<file path="config.mk">
export PLATFORM = sky130hd
export DESIGN_NAME = mfcc_log_arbiter
export DESIGN_NICKNAME = d
export VERILOG_FILES = /design/src/rtl/mfcc_pkg.sv /design/src/rtl/mfcc_log_arbiter_tag_fifo.sv /design/src/rtl/mfcc_log_arbiter.sv
export SDC_FILE = /design/constraint.sdc
export NUM_CORES = 1
export LEC_CHECK = 0
export ABC_AREA = 1
export CAP_MARGIN = 15
export CELL_PAD_IN_SITES_DETAIL_PLACEMENT = 1
export CELL_PAD_IN_SITES_GLOBAL_PLACEMENT = 2
export CORE_MARGIN = 2
export CORE_UTILIZATION = 25
export CTS_CLUSTER_SIZE = 40
export DETAILED_ROUTE_END_ITERATION = 8
export PLACE_DENSITY = 0.83
export SYNTH_ARGS = -nofsm -noshare
export SYNTH_HDL_FRONTEND = slang
export SYNTH_SLANG_ARGS = --single-unit
</file>
<file path="constraint.sdc">
create_clock -name clk -period 3.1 [get_ports clk]
set_input_delay 0.31 -clock clk [delete_from_list [all_inputs] [get_ports clk]]
set_output_delay 0.31 -clock clk [all_outputs]
set_load 0.1 [all_outputs]
</file>
<file path="src/rtl/mfcc_pkg.sv">
// Shared constants, state encoding and tag layout for the MFCC log-unit arbiter.
// Also holds the operand zero-substitution helper used on the issue path.
package mfcc_pkg;

    localparam int DW        = 41;
    localparam int OW        = 18;
    localparam int N_VEC     = 24;
    localparam int IW        = 5;
    localparam int TAG_DEPTH = 16;

    localparam logic [IW-1:0] LAST_IDX  = IW'(N_VEC - 1);
    localparam logic [IW-1:0] N_VEC_CNT = IW'(N_VEC);

    typedef enum logic [1:0] {
        IDLE  = 2'd0,
        VEC   = 2'd1,
        DRAIN = 2'd2
    } state_t;

    typedef struct packed {
        logic          is_scl;
        logic [IW-1:0] idx;
    } tag_t;

    // log10(0) is undefined, so a zero operand is presented to the unit as 1
    function automatic logic [DW-1:0] nz_operand(input logic [DW-1:0] op);
        if (op == {DW{1'b0}}) begin
            nz_operand = {{(DW-1){1'b0}}, 1'b1};
        end else begin
            nz_operand = op;
        end
    endfunction

endpackage

</file>
<file path="src/rtl/mfcc_log_arbiter_tag_fifo.sv">
// Synchronous tag FIFO with occupancy counter; push and pop may occur together.
// Read data is the head entry, valid whenever the FIFO is not empty.
module tag_fifo #(
    parameter int WIDTH = 6,
    parameter int DEPTH = 16
) (
    input  logic             clk,
    input  logic             rst,
    input  logic             push,
    input  logic [WIDTH-1:0] wdata,
    input  logic             pop,
    output logic [WIDTH-1:0] rdata,
    output logic             full,
    output logic             empty
);

    localparam int AW = $clog2(DEPTH);

    logic [WIDTH-1:0] mem_r [DEPTH];
    logic [AW-1:0]    wr_ptr_r;
    logic [AW-1:0]    rd_ptr_r;
    logic [AW:0]      count_r;
    logic             do_push_s;
    logic             do_pop_s;

    assign full      = (count_r == (AW+1)'(DEPTH));
    assign empty     = (count_r == {(AW+1){1'b0}});
    assign do_push_s = push && !full;
    assign do_pop_s  = pop && !empty;
    assign rdata     = mem_r[rd_ptr_r];

    // Pointer and occupancy bookkeeping
    always_ff @(posedge clk) begin
        if (rst) begin
            wr_ptr_r <= {AW{1'b0}};
            rd_ptr_r <= {AW{1'b0}};
            count_r  <= {(AW+1){1'b0}};
        end else begin
            if (do_push_s) begin
                wr_ptr_r <= wr_ptr_r + 1'b1;
            end
            if (do_pop_s) begin
                rd_ptr_r <= rd_ptr_r + 1'b1;
            end
            case ({do_push_s, do_pop_s})
                2'b10:   count_r <= count_r + 1'b1;
                2'b01:   count_r <= count_r - 1'b1;
                default: count_r <= count_r;
            endcase
        end
    end

    // Tag storage; contents are only meaningful below the occupancy count
    always_ff @(posedge clk) begin
        if (do_push_s) begin
            mem_r[wr_ptr_r] <= wdata;
        end
    end

endmodule

</file>
<file path="src/rtl/mfcc_log_arbiter.sv">
// Shares one LOG10 unit between the mel-vector burst path and the scalar VAD path.
// Every issue pushes a tag; in-order results pop the tag and are routed back.
module mfcc_log_arbiter
    import mfcc_pkg::*;
(
    input  logic          clk,
    input  logic          rst,
    input  logic          vec_start,
    output logic [IW-1:0] vec_idx,
    input  logic [DW-1:0] vec_data,
    output logic          vec_busy,
    output logic          vec_wr_en,
    output logic [IW-1:0] vec_wr_addr,
    output logic [OW-1:0] vec_wr_data,
    output logic          vec_done,
    input  logic          scl_req,
    input  logic [DW-1:0] scl_data,
    output logic          scl_ack,
    output logic          scl_res_vld,
    output logic [OW-1:0] scl_res,
    output logic          log_i_en,
    output logic [DW-1:0] log_din,
    input  logic          log_o_en,
    input  logic [OW-1:0] log_dout,
    output logic          err
);

    state_t        state_r, state_s;
    logic [IW-1:0] idx_r, idx_s;
    logic [IW-1:0] res_cnt_r, res_cnt_s;
    logic          pending_r, pending_s;
    logic          last_scl_r, last_scl_s;
    logic          err_r;
    logic          can_issue_s;
    logic          issue_s;
    logic          issue_scl_s;
    logic          done_s;
    logic          pop_s;
    logic          fifo_full_s;
    logic          fifo_empty_s;
    tag_t          push_tag_s;
    tag_t          pop_tag_s;
    logic [$bits(tag_t)-1:0] pop_bits_s;

    tag_fifo #(
        .WIDTH ($bits(tag_t)),
        .DEPTH (TAG_DEPTH)
    ) u_tag_fifo (
        .clk   (clk),
        .rst   (rst),
        .push  (issue_s),
        .wdata (push_tag_s),
        .pop   (pop_s),
        .rdata (pop_bits_s),
        .full  (fifo_full_s),
        .empty (fifo_empty_s)
    );

    assign pop_tag_s   = pop_bits_s;
    assign can_issue_s = !fifo_full_s && !rst;
    assign pop_s       = log_o_en && !fifo_empty_s && !rst;

    // Issue selection, burst sequencing and pending-start handling
    always_comb begin
        state_s     = state_r;
        idx_s       = idx_r;
        pending_s   = pending_r;
        last_scl_s  = last_scl_r;
        issue_s     = 1'b0;
        issue_scl_s = 1'b0;
        done_s      = 1'b0;
        if (pop_s && !pop_tag_s.is_scl) begin
            res_cnt_s = res_cnt_r + 1'b1;
        end else begin
            res_cnt_s = res_cnt_r;
        end

        case (state_r)
            IDLE: begin
                if (scl_req) begin
                    issue_s     = can_issue_s;
                    issue_scl_s = can_issue_s;
                    if (vec_start) begin
                        pending_s = 1'b1;
                    end else begin
                        pending_s = pending_r;
                    end
                end else if (vec_start || pending_r) begin
                    state_s   = VEC;
                    idx_s     = {IW{1'b0}};
                    pending_s = 1'b0;
                    res_cnt_s = {IW{1'b0}};
                end else begin
                    state_s = IDLE;
                end
            end
            VEC: begin
                if (vec_start) begin
                    pending_s = 1'b1;
                end else begin
                    pending_s = pending_r;
                end
                if (can_issue_s) begin
                    issue_s = 1'b1;
                    // strict alternation: never two scalars in a row while a burst runs
                    if (scl_req && !last_scl_r) begin
                        issue_scl_s = 1'b1;
                    end else if (idx_r == LAST_IDX) begin
                        state_s = DRAIN;
                        idx_s   = {IW{1'b0}};
                    end else begin
                        idx_s = idx_r + 1'b1;
                    end
                end else begin
                    issue_s = 1'b0;
                end
            end
            DRAIN: begin
                if (vec_start) begin
                    pending_s = 1'b1;
                end else begin
                    pending_s = pending_r;
                end
                if (scl_req && can_issue_s) begin
                    issue_s     = 1'b1;
                    issue_scl_s = 1'b1;
                end else begin
                    issue_s = 1'b0;
                end
                if (res_cnt_r == N_VEC_CNT) begin
                    done_s = 1'b1;
                    if (pending_s) begin
                        state_s   = VEC;
                        idx_s     = {IW{1'b0}};
                        pending_s = 1'b0;
                        res_cnt_s = {IW{1'b0}};
                    end else begin
                        state_s = IDLE;
                    end
                end else begin
                    done_s = 1'b0;
                end
            end
            default: begin
                state_s = IDLE;
            end
        endcase

        if (issue_s) begin
            last_scl_s = issue_scl_s;
        end else begin
            last_scl_s = last_scl_r;
        end
    end

    // Control state registers
    always_ff @(posedge clk) begin
        if (rst) begin
            state_r    <= IDLE;
            idx_r      <= {IW{1'b0}};
            res_cnt_r  <= {IW{1'b0}};
            pending_r  <= 1'b0;
            last_scl_r <= 1'b0;
        end else begin
            state_r    <= state_s;
            idx_r      <= idx_s;
            res_cnt_r  <= res_cnt_s;
            pending_r  <= pending_s;
            last_scl_r <= last_scl_s;
        end
    end

    // Sticky flag for a result arriving with no tag outstanding
    always_ff @(posedge clk) begin
        if (rst) begin
            err_r <= 1'b0;
        end else if (log_o_en && fifo_empty_s) begin
            err_r <= 1'b1;
        end else begin
            err_r <= err_r;
        end
    end

    assign push_tag_s.is_scl = issue_scl_s;
    assign push_tag_s.idx    = issue_scl_s ? {IW{1'b0}} : idx_r;

    assign vec_idx     = idx_r;
    assign vec_busy    = (state_r != IDLE);
    assign vec_done    = done_s && !rst;
    assign scl_ack     = issue_scl_s;
    assign log_i_en    = issue_s;
    assign log_din     = issue_s ? nz_operand(issue_scl_s ? scl_data : vec_data) : {DW{1'b0}};
    assign vec_wr_en   = pop_s && !pop_tag_s.is_scl;
    assign vec_wr_addr = vec_wr_en ? pop_tag_s.idx : {IW{1'b0}};
    assign vec_wr_data = vec_wr_en ? log_dout : {OW{1'b0}};
    assign scl_res_vld = pop_s && pop_tag_s.is_scl;
    assign scl_res     = scl_res_vld ? log_dout : {OW{1'b0}};
    assign err         = err_r;

endmodule

</file>
* Word-level counts from Yosys, hierarchy flattened *
Memory sizes are Yosys's and may differ from the RTL's. A register that Yosys moved wholly into a read port is not among the register bits.
Index checks and enable logic that the tools add are counted.

cells by class
  muxes and demuxes = 49
  equal/unequal tests = 15
  add/subtract/negate cells = 6
  reduce and logical (&&, ||, !) cells = 26

operators with widths
  cell                                                  count
  two-way mux 41 bit                                    3
  two-way mux 5 bit                                     14
  zero test 41 bit                                      1
  two-way mux 18 bit                                    2
  one-hot mux 5 bit (2 select lines)                    2
  two-way mux 1 bit                                     16
  adder 5 x 1 -> 5 bit (second input constant)          3
  equality test 5 bit (second input constant)           3
  one-hot mux 5 bit (3 select lines)                    1
  != test 2 bit (second input constant)                 7
  logical AND 1 bit                                     11
  two-way mux 2 bit                                     5
  one-hot mux 1 bit (3 select lines)                    3
  adder 4 x 1 -> 4 bit (second input constant)          2
  two-way mux 4 bit                                     2
  AND reduction 7 bit                                   1
  one-hot mux 2 bit (3 select lines)                    1
  zero test 1 bit                                       5
  zero test 5 bit                                       1
  AND reduction 5 bit                                   1
  subtractor 5 x 1 -> 5 bit (second input constant)     1
  equality test 2 x 1 -> 1 bit (second input constant)  2
  equality test 2 bit (second input constant)           2
  nonzero test 2 bit                                    2
  other kinds (5)                                       5

word-level totals
  input port bits = 105
  memories = 1
  bits in registers = 28
  bits in writable memories = 96

memories
  memory            words  bits a word  rd ports  clocked after memory_dff  write ports  line                             source
  u_tag_fifo.mem_r  16     6            1         1                         1            mfcc_log_arbiter_tag_fifo.sv:19  logic [WIDTH-1:0] mem_r [DEPTH];

* Longest topological paths before layout *
Gate-level depths: netlist of run 1.

  depth in word-level cells = 10
  mapped depth = 18
  depth with buffers taken out = 15

* Cells and area by module *
A second synthesis of run 1 with hierarchy kept.

unflattened totals
  cells, all modules = 837
  area total of the unflattened synthesis = 7055.5 um2

by module, submodules not included
  module            cells each  area an instance (um2)  instances
  tag_fifo          393         4794.6                  1
  mfcc_log_arbiter  444         2260.9                  1

* Worst setup path before layout of run 1 *
Ideal clock, no wire load.

  path type = register -> output
  start = register with a tool-made name
  end = output port scl_res[10]
  buffers on the path = 3
  setup slack = -1.620 ns
  required time = 2.790 ns
  cell stages (with the launch flop) = 12
  data arrival time = 4.410 ns
  cell sequence = dfxtp_1 > clkbuf_2 > buf_4 > o211ai_1 > nand3_1 > nand3_1 > nand2_1 > inv_1 > nor2_1 > clkinv_1 > buf_2 > nor2_1

RTL lines
  what              line                    source
  end: declaration  mfcc_log_arbiter.sv:20  output logic [OW-1:0] scl_res,

* Worst setup path after layout of run 1 *
  start = register state_r[0]
  end = output port log_din[0]

on the way
  cells in the longest elaborated chain, start to end = 6
  elaborated cells between the ends (all ways) = 9

RTL lines
  what                                               line                     source
  start: declaration                                 mfcc_log_arbiter.sv:28   state_t state_r, state_s;
  start signal: assignment                           mfcc_log_arbiter.sv:165  state_r <= state_s;
  equality test 2 bit, or another cell as far along  mfcc_log_arbiter.sv:78   case (state_r)
  one-hot mux 1 bit (3 select lines)                 mfcc_log_arbiter.sv:78
  two-way mux 41 bit                                 mfcc_log_arbiter.sv:192  assign log_din = issue_s ? nz_operand(issue_scl_s ? scl_data : vec_data) : {DW{1'b0}};
  zero test 41 bit                                   mfcc_pkg.sv:27           if (op == {DW{1'b0}}) begin
  two-way mux 41 bit                                 mfcc_pkg.sv:27
  two-way mux 41 bit (*)                             mfcc_log_arbiter.sv:192
  end: declaration                                   mfcc_log_arbiter.sv:22   output logic [DW-1:0] log_din,

Every way passes the cells marked *; elsewhere a longest branch is shown, timed or not.

==> flow_summary.toml, run 1 <==
[synthesis]
ys_types = 40
async_flop_share = 0
synth_nets = 948
syn_inst = 826
yosysWarningCount = 0
syn-cell-area_mm2 = 0.006954
ys_ff_latch = 128
yosys_most_used_dff = "edfxtp_1"
synth_edf_count = 96
syn_area_per_cell_um2 = 8.419
ys_seq_area_frac = 0.5067

[worst_setup_path]
crit_family = "simple AND/OR/NAND/NOR gates"
r2r_cells = 12
crit_arrival_ns = 2.77
crit_slowest_cell = "dfxtp_4"
path_depth = 18
critPathRequiredTime_ns = 2.79
crit_chain = "inv_6 -> ha_4 -> nand2_4 -> nand2_4 -> nand3_4 -> nand2_8 -> nand2_8 -> buf_12 -> buf_4 -> nand2_1 -> nand2_2 -> nand2_1 -> nor2_2 -> nand2_2 -> nor2_2 -> nand3_2 -> a21oi_4 -> buf_12"
critical-path-max-stage-delay_ns = 0.39
cp_max_fo = 8
worst-path-buf-inv = 4
end_kind = "output port"
critPathLaunchType = "flop"
crit_type = "reg2out"

[floorplan]
dieArea_mm2 = 0.02917
start_util = 0.2524
core_area_mm2 = 0.02755
io_pins = 199
die_w_um = 170.8
die_h_um = 170.8
rows = 61

[route]
wl_met1_um = 9389
drt_wl_total_um = 24330
vias = 6553
via_per_inst = 4.479
drt_first_pass_iters = 4
routed-wl-met3_um = 2330
drc = 0
ant_nets = 0
avgRoutedWirePerCell_um = 16.63
topRoutingLayerUsed = "met5"
dr.first_iter.drc_count = 224
wl_met2_um = 12210

[min_path]
holdCritPathClass = "reg2reg"
hold_depth = 2

[clock_network]
clockBufferDepth = 2
insertion_delay_ns = 0.42
cts-htree-levels = 4
cts_sinks = 128
cts_buffers = 17
cts_tree = "done"
root_buffer = "clkbuf_16"
path_clk_slew_ns = 0.06

[global_routing]
grt_max_degree = 42
antenna_found_initial = 1
overflow = 0
track_usage = 0.1656
grt_pass1_wl_um = 37070
grt_pass1_vias = 6963

[flow_run]
drv_cap = 0

[power_and_ir_drop]
internal_power_mw = 5.528
p_per_area_mw_per_mm2 = 894.7
p_sw_frac = 0.4784
combPwrFrac = 0.601
clkPwrFrac = 0.187
p_switching_mw = 5.070
p_leak_nw = 4.779
irDropWorstVdd_v = 0.0005960
p_seq_frac = 0.212
finalPower_mw = 10.60

[timing]
period_minus_slack_ns = 3.080
rsz0062_at_grt = "yes"
fin_skew_ns = 0.007623
slew_headroom = 0.2472
tightest_slew_ns = 1.125
timing.final.crit_share = 0.9936
tns_ns = 0
hold_viol = 0
max_freq_mhz = 324.7
drv_slew = 0
finalSetupViolations = 0

[placement]
dp_hpwl_um = 17990
dp_cells = 1408
portBuffers = 198
gp_congestion = 0.7842

[cells_and_area]
finalNonFillerCells = 1463
final_cell_mix = "nand2_1, inv_1, clkdlybuf4s50_1, edfxtp_1, buf_12"
final_core_util = 0.4299
syn_to_final_growth_pct = 70.33
mostFrequentLayoutCell = "nand2_1"
drive_gt1_frac = 0.2922
antenna_cells = 0
fin_nets = 1194

[outcome]
status = "finished, final reports clean"
## final cells by class
cell class | count | area [µm²]
inverters | 127 | 498.0
fillers | 3053 | 15710
multi-input cells | 533 | 3257
repair buffers | 265 | 3497
clock buffers | 18 | 429.2
well taps | 378 | 473.0
flip-flops and latches | 128 | 3538
clock inverters | 14 | 152.6
## worst paths after layout
kind / start / to / slack [ns]
max: state_r[0] / log_din[0] / 0.02
min: err / err / 0.46
max reg2reg: state_r[0] / u_tag_fifo.mem_r[9][3] / 0.31
min reg2reg: err / err / 0.46
## cells by family (layout without fill, tap and decap cells)
logic type / Yosys count / after routing / share of synthesized area
compound gates: 131 / 131 / 0.1049
xor+xnor: 6 / 6 / 0.007557
fa+ha+maj: 17 / 17 / 0.03167
buf+inv: 165 / 424 / 0.09626
flops: 128 / 128 / 0.5067
mux: 21 / 21 / 0.03095
simple gates: 358 / 358 / 0.2220
## timing repair
item / 4_1_cts / 5_1_grt
endpoints found under the hold margin: 0 / 0
pin swaps: 18 / 16
gates resized for setup: 26 / 42
cloned: 2 / 3
endpoints found under the setup margin: 8 / 25
buffers inserted: 10 / 8
hold buffers: 0 / 0
## sequential cells by signal, indices dropped and copies added, names as in the netlist, named ones only
signal	flops
u_tag_fifo.count_r	5
last_scl_r	1
res_cnt_r	5
err	1
u_tag_fifo.mem_r	96
pending_r	1
state_r	2
vec_idx	5
u_tag_fifo.rd_ptr_r	4
u_tag_fifo.wr_ptr_r	4
## synth_stat cells (4+ instances only)
master | instances | area share
ha_1 | 16 | 0.029
inv_1 | 125 | 0.067
o21ai_0 | 48 | 0.035
a21oi_1 | 52 | 0.037
xor2_1 | 4 | 0.0050
buf_1 | 6 | 0.0032
clkbuf_1 | 11 | 0.0059
nor3_1 | 5 | 0.0036
mux2i_1 | 17 | 0.024
nand2_1 | 145 | 0.078
nand3_1 | 30 | 0.022
edfxtp_1 | 96 | 0.41
dfxtp_1 | 32 | 0.092
mux2_2 | 4 | 0.0065
nand3b_1 | 27 | 0.029
nor2_1 | 139 | 0.075
buf_2 | 15 | 0.011
a31oi_1 | 9 | 0.0081
a211oi_1 | 8 | 0.0086
o211ai_1 | 4 | 0.0043
## layer usage
metal  vias up  GRT usage
met1      3081     0.1805
met4         2    0.04199
met5         -          0
met3        29    0.06269
li1       3196          -
met2       245     0.3012
## per-stage QoR
step | cell area, µm² | hold WS (ns) | setup slack, ns
6_report | 11850 | 0.4583 | 0.01992
5_1_grt | 11850 | 0.4929 | -0.1279
3_5_place_dp | 10780 | 0.4636 | 0.0003295
3_3_place_gp | 10780 | 0.4432 | -0.009079
4_1_cts | 11570 | 0.4752 | -0.005848
2_1_floorplan | 7288 | 0.4409 | -0.3277
## power groups by stage
stage	logic (mW)	clock network (mW)	registers, mW
after global placement	5.85	0	2.25
final	6.37	1.98	2.25
after CTS	6.16	2.00	2.24
after detailed placement	5.92	0	2.26
after global routing	6.74	2.08	2.28
after floorplan	3.72	0	2.30
## worst reg2reg max path, delay by kind of cell, from the launching register on
kind | cells | cell delay, ns
fa+ha+maj | 1 | 0.17
buf+inv | 5 | 0.62
flops | 1 | 0.39
simple gates | 6 | 1.27
Note: power is estimated with default switching activity, not from simulation.
==> run 2: changes to the inputs <==
--- a/config.mk
+++ b/config.mk
@@ -10,10 +10,10 @@
 export CELL_PAD_IN_SITES_DETAIL_PLACEMENT = 1
 export CELL_PAD_IN_SITES_GLOBAL_PLACEMENT = 2
 export CORE_MARGIN = 2
-export CORE_UTILIZATION = 25
+export CORE_UTILIZATION = 30
 export CTS_CLUSTER_SIZE = 40
 export DETAILED_ROUTE_END_ITERATION = 8
-export PLACE_DENSITY = 0.83
+export PLACE_DENSITY = 0.92
 export SYNTH_ARGS = -nofsm -noshare
 export SYNTH_HDL_FRONTEND = slang
 export SYNTH_SLANG_ARGS = --single-unit
==> constraint.sdc (replaced) <==
create_clock -name clk -period 3.64 [get_ports clk]
set_input_delay 0.728 -clock clk [delete_from_list [all_inputs] [get_ports clk]]
set_output_delay 0.728 -clock clk [all_outputs]
set_load 0.1 [all_outputs]
==> run 2 against run 1 <==
Effect of this change: die area shrank 16%; combinational power down 15%; wire length rose by 0.30%; sequential power is 15% lower; largest power group unchanged; clock power shrank 6%; core utilization up 9.6 points; worst setup slack gained 0.070 ns; non-clock buffer count increased by 18.
==> flow_summary.toml, run 2 (synthesis gave the netlist of run 1 again) <==
[global_routing]
overflow = 0
grt_pass1_vias = 7072
track_usage = 0.2007
antenna_found_initial = 0
grt_max_degree = 38
grt_pass1_wl_um = 37760

[timing]
finalSetupViolations = 0
tns_ns = 0
tightest_slew_ns = 1.161
hold_viol = 0
rsz0062_at_grt = "yes"
drv_slew = 0
period_minus_slack_ns = 3.551
timing.final.crit_share = 0.9754
slew_headroom = 0.2230
max_freq_mhz = 281.6
fin_skew_ns = 0.01524

[worst_setup_path]
crit_slowest_cell = "dfxtp_4"
r2r-start = "state_r[0]"
crit_chain = "inv_4 -> ha_4 -> nand2_2 -> nand2_2 -> nand3_4 -> nand2_8 -> buf_12 -> buf_16 -> nand3b_1 -> nand2_1 -> nand2_1 -> nor2_1 -> nand2_1 -> nor2_1 -> nand3_1 -> a21oi_4 -> buf_12"
r2r_setup_slack_ns = 0.77
crit_arrival_ns = 2.82
worst-path-buf-inv = 4
crit_type = "reg2out"
r2r_cells = 16
critPathRequiredTime_ns = 2.91
critPathLaunchType = "flop"
critical-path-max-stage-delay_ns = 0.37
crit_family = "simple AND/OR/NAND/NOR gates"
crit_top_cell = "nand2_1"
reg2reg_to = "u_tag_fifo.count_r[4]"
cp_max_fo = 9
end_kind = "output port"

[cells_and_area]
fin_nets = 1213
final_cell_mix = "nand2_1, inv_1, clkdlybuf4s50_1, edfxtp_1, buf_12"
finalNonFillerCells = 1389
antenna_cells = 0
final_core_util = 0.5261
mostFrequentLayoutCell = "nand2_1"
top_register = "u_tag_fifo.mem_r"
largest_reg_flops = 96
drive_gt1_frac = 0.2989
syn_to_final_growth_pct = 71.81

[route]
via_per_inst = 4.791
drc = 0
dr.first_iter.drc_count = 226
drt_first_pass_iters = 4
avgRoutedWirePerCell_um = 17.57
ant_nets = 0
vias = 6655
drt_wl_total_um = 24410

[placement]
dp_hpwl_um = 18060
dp_cells = 1347
portBuffers = 198
gp_congestion = 0.8706

[clock_network]
cts_sinks = 128
cts-htree-levels = 4
cts_buffers = 17
cts_tree = "done"
path_clk_slew_ns = 0.06
insertion_delay_ns = 0.43
root_buffer = "clkbuf_16"
clockBufferDepth = 2

[flow_run]
drv_cap = 0

[floorplan]
core_area_mm2 = 0.02271
dieArea_mm2 = 0.02441
die_h_um = 156.3
io_pins = 199
die_w_um = 156.3
start_util = 0.3062
rows = 55

[outcome]
status = "finished, final reports clean"

[min_path]
hp-start = "err"
hold_path_end = "err"
hold_depth = 2
holdCritPathClass = "reg2reg"

[power_and_ir_drop]
irDropWorstVdd_v = 0.0004845
p_per_area_mw_per_mm2 = 770.6
p_leak_nw = 4.861
finalPower_mw = 9.207
## run 2: cell type report
class,count,area [µm²]
timing repair buffer,283,3623
fill,2492,10760
sequential,128,3533
clock inverter,15,217.7
tap,285,356.6
inverter,127,490.5
clock buffer,17,425.4
multi-input combinational,534,3301
## run 2: where the power goes
part | switching [mW] | internal (mW) | total, mW
Sequential | 0.156 | 1.76 | 1.92
Clock | 0.654 | 1.21 | 1.86
Combinational | 3.49 | 1.93 | 5.43
Total | 4.30 | 4.91 | 9.21
## run 2: what timing repair did
item | CTS | global route
cloned | 2 | 2
pin swaps | 8 | 16
setup endpoints to repair | 1 | 2
gates resized for setup | 12 | 37
hold buffers | 0 | 0
buffers inserted | 2 | 4
## run 2: worst max path at each step
| stage | slack, ns | cells after the start | endpoint | from |
|---|---|---|---|---|
| after floorplan | -0.27 | 7 | vec_wr_addr[3] | rst |
| after global placement | -0.19 | 16 | log_din[0] | scl_req |
| after detailed placement | -0.19 | 16 | log_din[0] | scl_req |
| after CTS | 0.0008 | 17 | log_din[0] | state_r[0] |
| after global routing | -0.03 | 17 | log_din[0] | state_r[0] |
| final | 0.09 | 17 | log_din[0] | state_r[0] |
## run 2: worst register-to-register path, delay by kind of cell (launching register included)
| kind | cells | cell delay [ns] |
|---|---|---|
| AOI/OAI and AO/OA | 7 | 1.03 |
| adders and majority gates | 3 | 0.83 |
| DFF | 1 | 0.37 |
| buffers and inverters | 3 | 0.30 |
| and+or+nand+nor | 3 | 0.24 |
## run 2: per-layer routing
layer	track usage	routed length, µm	up-vias	share of wire
li1	-	-	3233	-
met1	0.2168	9314	3173	0.38
met2	0.3665	12660	217	0.52
met3	0.06508	1925	32	0.079
met4	0.07165	507	0	0.021
met5	0	0	-	0
## run 2: stage by stage
step	cell area, µm²	worst slack [ns]	hold slack [ns]
after CTS	11770	0.0008193	0.4619
after global placement	11010	-0.1913	0.4464
after floorplan	7377	-0.2710	0.4409
after detailed placement	11010	-0.1950	0.4509
after global routing	11950	-0.03115	0.4787
final	11950	0.08943	0.4557
